<file path="src/rtl/vga_vram_arbiter.sv">
// vga_vram_arbiter: shares the single-port video RAM between buffered CPU
// pixel writes and the display scan-out reader. Reads normally win; a
// starvation counter forces the head write through after STARVE_LIMIT
// consecutive blocked cycles.
module vga_vram_arbiter #(
    parameter int FIFO_DEPTH   = 4,
    parameter int STARVE_LIMIT = 8
) (
    input  logic        Clock,
    input  logic        Reset,
    input  logic        iWrReq,
    input  logic [7:0]  iWrRow,
    input  logic [7:0]  iWrCol,
    input  logic [2:0]  iWrColor,
    output logic        oWrStall,
    input  logic        iRdReq,
    input  logic [15:0] iRdAddr,
    output logic [2:0]  oRdData,
    output logic        oRdValid,
    output logic        oRdMiss,
    output logic [15:0] oMemAddr,
    output logic        oMemWe,
    output logic [2:0]  oMemWData,
    input  logic [2:0]  iMemRData
);

    localparam int          PW    = $clog2(FIFO_DEPTH);
    localparam logic [7:0]  LIMIT = 8'(STARVE_LIMIT);
    localparam logic [PW:0] FULL  = (PW+1)'(FIFO_DEPTH);

    typedef enum logic [1:0] {
        OP_IDLE,
        OP_GRANT_RD,
        OP_GRANT_WR,
        OP_FORCE_WR
    } port_op_e;

    // Entry layout: {row, col, color}
    logic [18:0]   r_fifo [FIFO_DEPTH];
    logic [PW-1:0] r_wr_ptr;
    logic [PW-1:0] r_rd_ptr;
    logic [PW:0]   r_count;
    logic [7:0]    r_starve;
    logic          r_rd_valid;
    logic          r_rd_miss;

    port_op_e      w_op;
    logic          w_full;
    logic          w_empty;
    logic          w_push;
    logic          w_pop;
    logic [18:0]   w_head;

    assign w_full  = (r_count == FULL);
    assign w_empty = (r_count == '0);
    assign w_head  = r_fifo[r_rd_ptr];
    assign w_push  = iWrReq & ~w_full;
    assign w_pop   = (w_op == OP_FORCE_WR) | (w_op == OP_GRANT_WR);

    // Port decision. Held IDLE during reset so a queued write being
    // discarded cannot slip into memory on the reset cycle itself.
    always_comb begin
        w_op = OP_IDLE;
        if (!Reset) begin
            if (!w_empty && r_starve == LIMIT) w_op = OP_FORCE_WR;
            else if (iRdReq)                   w_op = OP_GRANT_RD;
            else if (!w_empty)                 w_op = OP_GRANT_WR;
        end
    end

    // Memory port drive from the decision
    always_comb begin
        oMemWe    = 1'b0;
        oMemAddr  = '0;
        oMemWData = '0;
        case (w_op)
            OP_FORCE_WR, OP_GRANT_WR: begin
                oMemWe    = 1'b1;
                oMemAddr  = w_head[18:3];
                oMemWData = w_head[2:0];
            end
            OP_GRANT_RD: oMemAddr = iRdAddr;
            default: ;
        endcase
    end

    // FIFO storage; contents need no reset, the pointers define validity
    always_ff @(posedge Clock) begin
        if (w_push) r_fifo[r_wr_ptr] <= {iWrRow, iWrCol, iWrColor};
    end

    // FIFO pointers and occupancy
    always_ff @(posedge Clock) begin
        if (Reset) begin
            r_wr_ptr <= '0;
            r_rd_ptr <= '0;
            r_count  <= '0;
        end else begin
            if (w_push) r_wr_ptr <= r_wr_ptr + PW'(1);
            if (w_pop)  r_rd_ptr <= r_rd_ptr + PW'(1);
            case ({w_push, w_pop})
                2'b10:   r_count <= r_count + (PW+1)'(1);
                2'b01:   r_count <= r_count - (PW+1)'(1);
                default: ;
            endcase
        end
    end

    // Starvation counter: counts reads that block a pending write
    always_ff @(posedge Clock) begin
        if (Reset || w_empty || w_pop)
            r_starve <= '0;
        else if (w_op == OP_GRANT_RD && r_starve != LIMIT)
            r_starve <= r_starve + 8'd1;
    end

    // Registered read-return and read-miss flags
    always_ff @(posedge Clock) begin
        if (Reset) begin
            r_rd_valid <= 1'b0;
            r_rd_miss  <= 1'b0;
        end else begin
            r_rd_valid <= (w_op == OP_GRANT_RD);
            r_rd_miss  <= (w_op == OP_FORCE_WR) & iRdReq;
        end
    end

    assign oWrStall = w_full;
    assign oRdValid = r_rd_valid;
    assign oRdMiss  = r_rd_miss;
    assign oRdData  = r_rd_valid ? iMemRData : 3'd0;

endmodule

</file>
<file path="config.mk">
export PLATFORM = sky130hd
export DESIGN_NAME = vga_vram_arbiter
export DESIGN_NICKNAME = d
export VERILOG_FILES = /design/src/rtl/vga_vram_arbiter.sv
export SDC_FILE = /design/constraint.sdc
export NUM_CORES = 1
export LEC_CHECK = 0
export ABC_AREA = 1
export BUFFER_PORTS_ARGS = -buffer_cell sky130_fd_sc_hd__buf_2
export CORE_MARGIN = 2
export CORE_UTILIZATION = 60
export DETAILED_ROUTE_END_ITERATION = 6
export PLACE_DENSITY = 0.84
export SLEW_MARGIN = 20
export SYNTH_ARGS = -nofsm -noshare
export SYNTH_HDL_FRONTEND = slang
export SYNTH_SLANG_ARGS = --single-unit
</file>
<file path="constraint.sdc">
create_clock -name Clock -period 3.8 [get_ports Clock]
set_input_delay 0.38 -clock Clock [delete_from_list [all_inputs] [get_ports Clock]]
set_output_delay 0.38 -clock Clock [all_outputs]
set_load 0.005 [all_outputs]
</file>
==> summary by stage, run 1 <==
Floorplan
The die height is between 80 and 90 um. The core region is between 0.006 and 0.007 mm2. The number of I/O pins is just under 70. The die covers about 0.0076 mm2. Measured along the x axis, the die boundary spans about 87 um.

The initialized floorplan defines 30 standard-cell rows. The starting density of the core is 61.6%.

Global routing
The via count of the first global-routing pass was 2758. The largest net degree at the start of global routing is 39. The wire length of the first global-routing pass is 12300 um. For this run the aggregate overflow at the end of global routing stands at 0. The global-route usage over all layers is a little over a fifth. The number of antenna violations at the first check in global routing came to 0.

Power
Power spread over the standard cell area amounts to 444 mW/mm2. The worst voltage drop across the vdd grid is between 0.2 and 0.25 mV. The cell leakage power is about 1.9 nW.

STA
The number of max-slew violations in the final report is 0. The final-report setup violation count is 0. The count of final hold-check violations was 0.

For the final database, setup skew stands at between 0.008 and 0.009 ns. The aggregate negative setup slack is 0 ns. The final critical delay including setup and external delays is approximately 2.6 ns. The worst relative slew slack is between 20% and 30%.

Setup repair after global routing left no endpoint under its margin. The worst path uses around 69% of the clock period. For the pin with the worst max-slew slack, the measured transition is 1.05 ns. The achievable clock frequency is ~380 MHz.

Min path
The type of the tightest min-delay check is input port to flip-flop.

Cells and area
The area growth from synthesis to layout is 13.9%. The share of layout cells above drive strength 1 is ~25%. After the last flow step, the layout net total stands at approximately 500.

The finished cells cover 0.00471 mm2. The number of antenna diodes in the final layout is 0.

Routing
The detailed router placed 2886 vias in this run. The aggregate routed wire length is 7790 um. After the first detailed-routing iteration, the DRC count stood at 148. Once detail routing completed, the nets flagged for antenna violations numbered 0. The routed wire length per instance is between 10 and 15 um.

For this run, design rule violations remaining after detail routing come to 0. The first-pass iteration count of the detailed router is 4. The via density per instance is 5.42.

Placement
During placement, the flow inserted port buffers numbering 67. The congestion estimate from routability-driven global placement came to around 0.79. Summing all placed instances gives a cell area of roughly 0.0045 mm2. The post-detailed-placement half-perimeter wirelength is approximately 5000 um.

CTS
After clock tree synthesis, the clock-pin slew on the worst setup and hold paths is around 0.090 ns. The number of buffers between clock root and the deepest sink is 2. Once the clock tree was built, the setup fixing pass inserted 0 buffers. The total clock buffers created by CTS is 9. The CTS tree is built.

The clock net in this run drives a total of 95 sinks. The post-CTS resize count is 0. The clock tree synthesis step divided the H-tree into 3 levels. The clock latency reported for the late side of the worst-skew pair is around 0.35 ns. The count of hold buffers inserted by post-cts repair is 0.

The tree is rooted in a sky130_fd_sc_hd__clkbuf_8.

Status
The run finished with clean final reports.

Synthesis
The per-instance average area after synthesis is 10.9 um2. The fraction of the mapped netlist area in simple logic gates is roughly an eighth. By area, the combinational part of the netlist is dominated by compound AO/OA/AOI/OAI gates.

The compound-gate portion of the synthesized area is a little over an eighth. After synthesis, flip-flops and latches occupy 64.4% of the total area. The count of synthesis-stage warnings from yosys is 0. The synthesized cell area is 0.00414 mm2.

Counting every net in the synthesized netlist gives approximately 430. Counting every instance in the synthesized netlist gives 381. The synthesized-area fraction occupied by xor and xnor cells is less than 1%. The synthesized design contains between 90 and 100 register bits. Multiplexer cells account for 0% of the synthesized area. The synthesized netlist devotes between 2 and 3% of its cell area to adder and majority cells. The count of unique library cells instantiated by Yosys is 28.

Setup path
Data arrives at the worst endpoint at approximately 2.2 ns. The sort of element at the start of the critical path is a flip-flop. The largest fanout on the critical path is 20. The class of the most critical setup path is flip-flop to output pin. STA puts the critical path data required time at around 3.4 ns. The critical path endpoint category is an output pin.

Run
The count of max-cap constraint violations is 0.
## power breakdown
part           switching (W)  leakage, nW  internal (W)  total, W
logic               0.000168        0.961     0.0000873  0.000256
clock network       0.000317        0.100      0.000320  0.000637
registers          0.0000189        0.852       0.00118   0.00120
## flip-flops by register name, summed over array words and instances (netlist names), named ones only
signal,cells
r_fifo,76
r_starve,8
r_count,3
r_rd_ptr,2
r_wr_ptr,2
oRdMiss,1
oRdValid,1
## worst max-delay path, stage by stage, from the launching register on
cell                      delay, ns
sky130_fd_sc_hd__dfxtp_1       0.74
sky130_fd_sc_hd__inv_1         0.50
sky130_fd_sc_hd__nor2_1        0.18
sky130_fd_sc_hd__o21ai_0       0.10
sky130_fd_sc_hd__a21oi_1       0.23
sky130_fd_sc_hd__buf_2         0.15
## placed cells by master, fill, tap and decap left out, types with 2 or more instances in the layout
cell type / n
sky130_fd_sc_hd__clkbuf_8: 10
sky130_fd_sc_hd__clkbuf_1: 2
sky130_fd_sc_hd__dfxtp_1: 19
sky130_fd_sc_hd__nand2_2: 10
sky130_fd_sc_hd__a21oi_1: 17
sky130_fd_sc_hd__nor2_1: 54
sky130_fd_sc_hd__inv_1: 43
sky130_fd_sc_hd__nand2_4: 2
sky130_fd_sc_hd__buf_2: 67
sky130_fd_sc_hd__nand3b_1: 2
sky130_fd_sc_hd__ha_1: 7
sky130_fd_sc_hd__edfxtp_1: 76
sky130_fd_sc_hd__xor2_1: 4
sky130_fd_sc_hd__nand3_1: 5
sky130_fd_sc_hd__o21ai_0: 51
sky130_fd_sc_hd__nor2_2: 3
sky130_fd_sc_hd__o21ai_2: 10
sky130_fd_sc_hd__nor2_4: 3
sky130_fd_sc_hd__nand2_1: 38
sky130_fd_sc_hd__o22ai_1: 16
sky130_fd_sc_hd__clkinv_2: 3
## kinds of logic (layout without fill, tap and decap cells)
kind of cell	count (synthesis)	in the layout
AND/OR/NAND/NOR	121	121
AO/OA/AOI/OAI	95	95
flip-flops	95	95
buffers and inverters	58	129
adder cells (fa/ha/maj)	8	8
XOR/XNOR	4	4
## final cells by class
| type | count | area [um2] |
|---|---|---|
| Clock buffer | 12 | 145 |
| Tap cell | 80 | 100 |
| Sequential cell | 95 | 2660 |
| Fill cell | 481 | 2010 |
| Timing Repair Buffer | 68 | 343 |
| Clock inverter | 4 | 45.0 |
| Inverter | 45 | 174 |
| Multi-Input combinational cell | 228 | 1240 |
## synth_stat cells
library cell                n  area, um2
sky130_fd_sc_hd__o21ai_4    1       16.3
sky130_fd_sc_hd__nand2_2   10       62.6
sky130_fd_sc_hd__nor3_2     1       10.0
sky130_fd_sc_hd__buf_6      1       11.3
sky130_fd_sc_hd__ha_1       7       87.6
sky130_fd_sc_hd__dfxtp_1   19        380
sky130_fd_sc_hd__nor2_2     2       12.5
sky130_fd_sc_hd__nor2_1    58        218
sky130_fd_sc_hd__nand2_4    2       22.5
sky130_fd_sc_hd__o22ai_1   16        100
sky130_fd_sc_hd__inv_1     43        161
sky130_fd_sc_hd__clkinv_4   1       8.76
sky130_fd_sc_hd__nor4_1     1       6.26
sky130_fd_sc_hd__inv_2      1       3.75
sky130_fd_sc_hd__nand4_1    1       6.26
sky130_fd_sc_hd__nand3b_1   2       15.0
sky130_fd_sc_hd__a21oi_1   17       85.1
sky130_fd_sc_hd__nand3_2    1       10.0
sky130_fd_sc_hd__clkbuf_1   3       11.3
sky130_fd_sc_hd__fa_1       1       20.0
sky130_fd_sc_hd__nand2_1   38        143
sky130_fd_sc_hd__xor2_1     4       35.0
sky130_fd_sc_hd__o21ai_2   10       87.6
sky130_fd_sc_hd__buf_2      8       40.0
sky130_fd_sc_hd__buf_12     1       20.0
sky130_fd_sc_hd__edfxtp_1  76       2280
sky130_fd_sc_hd__o21ai_0   51        255
sky130_fd_sc_hd__nand3_1    5       25.0
## metrics by stage
step / cells / hold WS (ns) / util (%) / power [W] / setup WS, ns
floorplan: 381 / 0.452 / - / 0.00139 / 1.54
global route: 532 / 0.227 / 70.1 / 0.00218 / 1.03
detailed placement: 516 / 0.485 / 67.1 / 0.00148 / 1.38
finish: 532 / 0.241 / 70.1 / 0.00209 / 1.18
global placement: 516 / 0.478 / 67.1 / 0.00146 / 1.47
CTS: 532 / 0.231 / 69.9 / 0.00209 / 1.14
## layer usage
| layer | global-route usage (%) | part of all wire (%) | vias to the layer above | wire length, um |
|---|---|---|---|---|
| met5 | 0 | 0 | - | 0 |
| met4 | 7.53 | 0.72 | 0 | 56 |
| met3 | 5.50 | 5.6 | 7 | 436 |
| met2 | 39.8 | 53 | 88 | 4100 |
| met1 | 24.4 | 41 | 1357 | 3200 |
| li1 | - | - | 1434 | - |
## worst paths after layout
| kind | slack [ns] | depth (start not counted) | end | startpoint |
|---|---|---|---|---|
| worst max-delay path | 1.18 | 5 | oMemWData[0] | flip-flop |
| worst min-delay path | 0.24 | 1 | r_fifo[3][17] | iWrRow[6] |
| worst max register to register | 1.34 | 13 | r_count[2] | r_starve[0] |
| worst min register to register | 0.50 | 2 | r_count[2] | r_count[2] |
Note: power is estimated with default switching activity, not from simulation.
==> run 2: changes to the inputs <==
- CORE_UTILIZATION: 60 -> 56
- PLACE_DENSITY: 0.84 -> 0.79
- clock period: 3.8 -> 2.6 ns (I/O delays scaled with it)
==> summary by stage, run 2 (synthesis results as in run 1) <==
Status
The flow ran to the end, and the final reports show no timing, DRC or antenna violations.

STA
The count of final hold-check violations is 0. Based on the critical path, the design can be clocked at up to ~430 MHz. Setup violations remaining at the end of the flow were counted as 0. The worst relative slew slack is 59.0%.

The worst path in the final design needs a cycle of between 2 and 2.5 ns, including I/O delays and setup. The number of max-slew violations in the final report is 0. The worst setup skew after layout is 0.00758 ns.

The worst path uses about 89% of the clock period. The aggregate negative setup slack is 0 ns. Setup repair after global routing left no endpoint under its margin. At the pin with the least slew margin, the transition time is about 0.6 ns.

Floorplan
The die is between 80 and 90 um wide. about 70 I/O pins were placed. The core region is a little over 0.007 mm2.

The area of the die is a little over 0.008 mm2. The count of standard-cell rows is 31. In this run the vertical extent of the chip is 89.9 um. Once the floorplan was initialized, standard cells occupied a little under three fifths of the core.

Placement
The congestion estimate from routability-driven global placement came to roughly 0.75. In this run, placement finished with an instance count of roughly 540. The post-detailed-placement half-perimeter wirelength is between 5000 and 6000 um. The area of placed instances is between 0.004 and 0.005 mm2. Input and output buffers added on the ports amount to 67.

CTS
The post-CTS resize count is 0. The clock latency reported for the late side of the worst-skew pair is 0.35 ns. After clock tree synthesis, the setup repair step added 0 buffers. The CTS tree is built. The H-tree was split into 3 levels.

The clock transition at the registers of the reported paths is approximately 0.090 ns. The number of sinks on the clock net is 95. The total clock buffers created by CTS is 9. The count of hold buffers inserted by post-cts repair is 0. The root buffer cell is sky130_fd_sc_hd__clkbuf_8. No sink is reached through more buffers than the 2 on the longest clock path.

Routing
In the routed layout, each cell is associated on average with a via count of 5.22. The iteration-0 DRC count of the detailed router is about 150. In the final routed layout, each cell accounts on average for between 10 and 15 um.

Summing over every cut layer, the via total after detailed routing is 2910. Before antenna repair, the detailed router went through 4 iterations. The aggregate routed wire length is ~8100 um. For this run, design rule violations remaining after detail routing come to 0. The post-detailed-route count of antenna-violating nets is 0.

Min path
Along the worst hold path, the cell count comes to 1. The path class of the tightest hold or removal check is input port to flip-flop.

Global routing
The number of antenna violations at the first check in global routing is 0. The wire length of the first global-routing pass is around 13000 um. The via count of the first global-routing pass came to approximately 2.9k. The sum of overflow across all layers after global routing is 0. Global routing consumed, over all layers together, 21.0% of the routing resources.

Entering global routing, the biggest net connects 39 pins.

Setup path
The delay contributed by the slowest stage of the critical path is 0.34 ns. The class of the most critical setup path is flip-flop to output pin. STA classifies the critical path startpoint as a flip-flop. STA puts the critical path data arrival time at about 2 ns. The largest fanout on the critical path is 18.

The critical path goes through inv_1 -> ha_1 -> nand3_2 -> o21ai_4 -> nand2_4 -> clkinv_4 -> buf_4 -> nand2_1 -> o21ai_0 -> buf_2. At the worst endpoint, the required time is 2.34 ns. The worst register-to-register path has a depth of 13. On the critical path, the stage with the largest delay is an instance of sky130_fd_sc_hd__dfxtp_1. The worst setup path is captured at an output pin.

Cells and area
With fillers left out, the area of the finished cells amounts to approximately 0.0048 mm2. The register with the most flip-flops in the layout has 76 of them. In the layout the commonest cells are sky130_fd_sc_hd__edfxtp_1 (76), sky130_fd_sc_hd__buf_2 (67), sky130_fd_sc_hd__nor2_1 (54). The largest registers in the layout are r_fifo: 76 flops, r_starve: 8 flops, r_count: 3 flops. The share of layout cells above drive strength 1 is a little over a quarter. 0 antenna diodes ended up in the layout. The library cell used most frequently in the layout, excluding fill and tap cells, is sky130_fd_sc_hd__edfxtp_1. The register with the most flip-flops is r_fifo. The area growth from synthesis to layout is 16.3%.

At the end of the flow, the number of nets in the layout was 504. For this run, the number of standard cells in the final layout without fillers is ~560.

Power
Summed over all cells, the static leakage comes to 1.96 nW. The total power after layout is between 0.003 and 0.004 W. The power density over the cells is between 600 and 700 mW/mm2. The worst-case IR drop observed on VDD is 0.361 mV.

Run
The tool flagged a number of max-cap violations equal to 0.
## run 2: worst max-delay path: cells and delay by family, from the launching register on
family	cells	cell delay (ns)
buffers and inverters	4	0.56
DFF	1	0.34
and+or+nand+nor	3	0.34
AOI/OAI and AO/OA	2	0.30
adders and majority gates	1	0.16
## run 2: layout make-up
type,count,area (um2)
Clock buffer,11,131
Clock inverter,4,95.1
Fill cell,571,2400
Multi-Input combinational cell,228,1230
Timing Repair Buffer,75,395
Sequential cell,95,2660
Inverter,45,174
Tap cell,99,124
## run 2: stage by stage
stage / hold slack [ns] / util [%] / setup slack [ns]
floorplan: 0.332 / - / 0.337
global placement: 0.473 / 63.5 / 0.429
detailed placement: 0.478 / 63.5 / 0.306
CTS: 0.105 / 66.7 / 0.264
global route: 0.113 / 66.7 / 0.109
finish: 0.122 / 66.7 / 0.283
## run 2: per-layer routing
metal	vias to the layer above	wire length [um]	track usage (%)
met4	0	198	10.3
met5	-	0	0
met2	73	4380	38.8
met3	19	377	4.11
li1	1445	-	-
met1	1373	3170	23.0
## run 2: final timing paths
path,startpoint,end,slack (ns)
setup / recovery,r_starve[0],oMemAddr[10],0.28
hold / removal,iWrRow[6],r_fifo[0][17],0.12
setup reg to reg,r_starve[0],r_count[2],0.28
hold reg to reg,r_count[2],r_count[2],0.51
## run 2: power by group
part / switching (W) / internal, W / leakage [nW]
combinational: 0.000248 / 0.000134 / 0.996
clock: 0.000463 / 0.000633 / 0.113
sequential: 0.0000268 / 0.00172 / 0.852
==> run 3: changes to the inputs <==
- ABC_AREA: 1 -> unset
- CORE_UTILIZATION: 56 -> 55
==> summary by stage, run 3 <==
STA
The share of the cycle needed by the critical path after routing is a little over nine tenths. The worst setup skew after layout is a little over 0.009 ns. The final critical delay including setup and external delays is around 2.4 ns.

Derived from the worst setup path, the maximum achievable clock frequency is 409 MHz. Final hold analysis gives a worst-case slack of around 0.11 ns. The slew at the pin closest to its max-slew limit is roughly 0.67 ns. The worst relative slew slack is 55.3%. The count of final hold-check violations was 0. The number of max-slew violations in the final report is 0.

The final worst slack is between 0.15 and 0.2 ns. The final-report setup violation count is 0.

Placement
The post-detailed-placement half-perimeter wirelength is about 4600 um. The area of placed instances is 0.00436 mm2. The placed instance count is around 400. In this run the tool buffered the top-level ports with 67 buffer cells. The final weighted congestion in routability-driven placement is around 0.75. OpenSTA, run right after detailed placement, puts the worst setup slack at about 0.058 ns.

Global routing
The sum of overflow across all layers after global routing is 0. The wire length of the first global-routing pass is approximately 11000 um. The number of antenna violations at the first check in global routing is 0. Global routing consumed, over all layers together, 19.5% of the routing resources. Entering global routing, the biggest net connects 23 pins.

The via count of the first global-routing pass is 2297.

Setup path
The critical path's slowest cell is sky130_fd_sc_hd__dfxtp_1. Tracing the worst setup path back leads to its startpoint at r_starve[1]. The critical path endpoint category is an output pin. STA puts the critical path data required time at about 2.3 ns. The largest fanout on the critical path is 17. The sort of element at the start of the critical path is a flip-flop.

On the worst path, the slowest cell contributes a delay of roughly 0.35 ns. The worst setup path is of the flip-flop to output pin kind. STA puts the critical path data arrival time at ~2.2 ns. The critical path goes through inv_1 -> ha_1 -> nor4b_4 -> buf_4 -> nand3_2 -> o21ba_4 -> a22o_2 -> buf_2. In this run the critical register-to-register path is launched from r_starve[1].

Routing
The DRC violation count after routing is 0. The detail route stage leaves a number of antenna-violating nets equal to 0. The routed wire length per instance is approximately 17 um.

The first detailed-routing pass took 4 iterations. The iteration-0 DRC count of the detailed router is between 100 and 150. After detailed routing, the number of vias per cell comes to approximately 5.4. The count of vias placed by the detailed router is 2206.

Wires add up to about 7000 um.

Synthesis
Synthesis inferred between 90 and 100 register bits. After synthesis, the mean cell area works out to 17.4 um2. The commonest cells after synthesis are sky130_fd_sc_hd__edfxtp_1 (76), sky130_fd_sc_hd__dfxtp_1 (19), sky130_fd_sc_hd__mux4_2 (19). The number of instances in the synthesized netlist is 225. Of all flip-flops after synthesis, the portion carrying an async set or reset was 0%. The mapped netlist covers around 0.0039 mm2.

Ranked by total cell area, the synthesized netlist is headed by sky130_fd_sc_hd__edfxtp_1 (58%), sky130_fd_sc_hd__mux4_2 (11%), sky130_fd_sc_hd__dfxtp_1 (9.7%). The count of unique library cells instantiated by Yosys is 35. The sequential fraction of the synthesis area is about two thirds. When the netlist entered floorplanning its net count stood at roughly 280. Of the post-synthesis cell area, the dominant cell type holds between 50% and 60%. The synthesized design spends more area on one cell type than any other, namely sky130_fd_sc_hd__edfxtp_1.

The dominant register cell in the synthesized netlist is sky130_fd_sc_hd__edfxtp_1. For this run, the number of Yosys warnings is 0. sky130_fd_sc_hd__edfxtp_1 is the most common cell in the netlist. Counting flops with a built-in enable in the synthesized netlist gives 76.

CTS
Counting every sink on the clock net gives between 90 and 100. After clock tree synthesis, the flow added hold-fix buffers numbering 0. The clock latency reported for the late side of the worst-skew pair is ~0.35 ns. The total clock buffers created by CTS is 9. The level count of the clock H-tree is 3. TritonCTS built the clock tree.

The clock passes through at most 2 buffers. The clock transition at the registers of the reported paths is ~0.090 ns. The root buffer cell is sky130_fd_sc_hd__clkbuf_8.

Cells and area
Leaving out fill and tap cells, the most frequent cells in the layout are sky130_fd_sc_hd__edfxtp_1 (76), sky130_fd_sc_hd__buf_2 (67), sky130_fd_sc_hd__mux4_2 (19). The final net count is roughly 360. Of the cells placed in the final design, the portion with a size suffix greater than 1 is around two fifths. The library cell used most frequently in the layout, excluding fill and tap cells, is sky130_fd_sc_hd__edfxtp_1. The antenna diode instance count is 0.

The largest registers in the layout are r_fifo: 76 flops, r_starve: 8 flops, r_count: 3 flops. The finished layout cell area is 0.00459 mm2. The finished layout holds ~410 standard cells, fillers aside. The register with the most flip-flops is r_fifo. From synthesis to final layout, the design area changed by 17.4%. The flip-flop count of the largest register, all copies and words added is 76.

The final design utilization is between 60 and 70%.

Status
The flow ran to the end, and the final reports show no timing, DRC or antenna violations.

Power
The net switching share of the total power is 24.4%. The net switching power is approximately 0.00081 W. The internal power component is between 0.002 and 0.003 W. The cell leakage power is 1.67 nW.

The worst voltage drop across the vdd grid is approximately 0.42 mV. Of the total power, registers draw between 50 and 60%. For this design the ratio of total power to cell area is approximately 730 mW/mm2. The share of power burned in the clock network is between 20% and 30%. The fraction of power consumed by combinational cells is around 17%.

Run
The count of max-cap constraint violations is 0.

Floorplan
During I/O placement, the number of pins put on the boundary was 68. The count of standard-cell rows is 30. After floorplanning, the core was sized to cover 0.00683 mm2. The floorplan step set the die height to about 88 um.

The area of the die is 0.00779 mm2. The width of the die is 88.3 um. The starting density of the core is a little under three fifths.

Min path
The startpoint of the lowest-slack hold path is iWrCol[1]. The type of the tightest min-delay check is input port to flip-flop.
run 3: changes by cell type after synthesis, sizes merged, moves of 3 or more:
cell	previous run	this run
and2	0	10
o22ai	16	0
a22o	0	16
o21ai	62	2
nand2	50	3
mux2i	0	3
a21oi	17	3
xnor2	0	6
inv	44	11
nor2	60	16
nand2b	0	4
mux4	0	19
buf	10	7
run 3: cell families (layout without fill, tap and decap cells):
kind of cell,Yosys count,count (layout),share of synthesized area (%)
mux,22,22,11.7
flops,95,95,68.2
buf+inv,21,106,3.62
simple gates,47,47,6.85
fa+ha+maj,8,8,2.75
xor+xnor,9,9,2.02
compound gates,23,23,4.87
run 3: area by class of cell:
type	count	area, um2
clock inverters	5	58.8
flip-flops and latches	95	2660
well taps	96	120
clock buffers	11	131
inverters	11	41.3
multi-input cells	109	1130
fillers	493	2250
repair buffers	79	438
run 3: stage by stage:
step | total power (W) | TNS [ns]
2_1_floorplan | 0.00223 | 0
3_3_place_gp | 0.00241 | 0
3_5_place_dp | 0.00243 | 0
4_1_cts | 0.00335 | 0
5_1_grt | 0.00348 | -0.00700
6_report | 0.00333 | 0
run 3: layer usage:
metal	share of wire [%]	GRT usage, %	wire length, um
met5	0	0	0
met4	1.2	7.02	85
met3	5.9	5.41	413
met2	52	33.8	3620
met1	41	23.5	2850
run 3: path summary, 6_finish.rpt:
kind	to	slack [ns]	depth (start not counted)
worst max-delay path	oMemAddr[9]	0.15	8
worst min-delay path	r_fifo[1][4]	0.11	1
worst max register to register	r_count[2]	0.17	11
worst min register to register	r_starve[0]	0.46	1
run 3: what timing repair did:
action / CTS / global route
setup buffers: 0 / 1
gates resized for setup: 0 / 6
setup endpoints to repair: 0 / 20
run 3: worst max-delay path: cells and delay by family (launching register included):
family,cells,cell delay [ns]
compound gates,2,0.62
flops,1,0.35
simple gates,2,0.37
fa+ha+maj,1,0.14
buf+inv,3,0.35
run 3: power by group through the flow:
stage | sequential (W) | combinational (W) | clock, W
after floorplan | 0.00182 | 0.000410 | 0
after CTS | 0.00182 | 0.000579 | 0.000949
after global placement | 0.00185 | 0.000563 | 0
after detailed placement | 0.00185 | 0.000575 | 0
final | 0.00182 | 0.000580 | 0.000927
after global routing | 0.00183 | 0.000640 | 0.00101
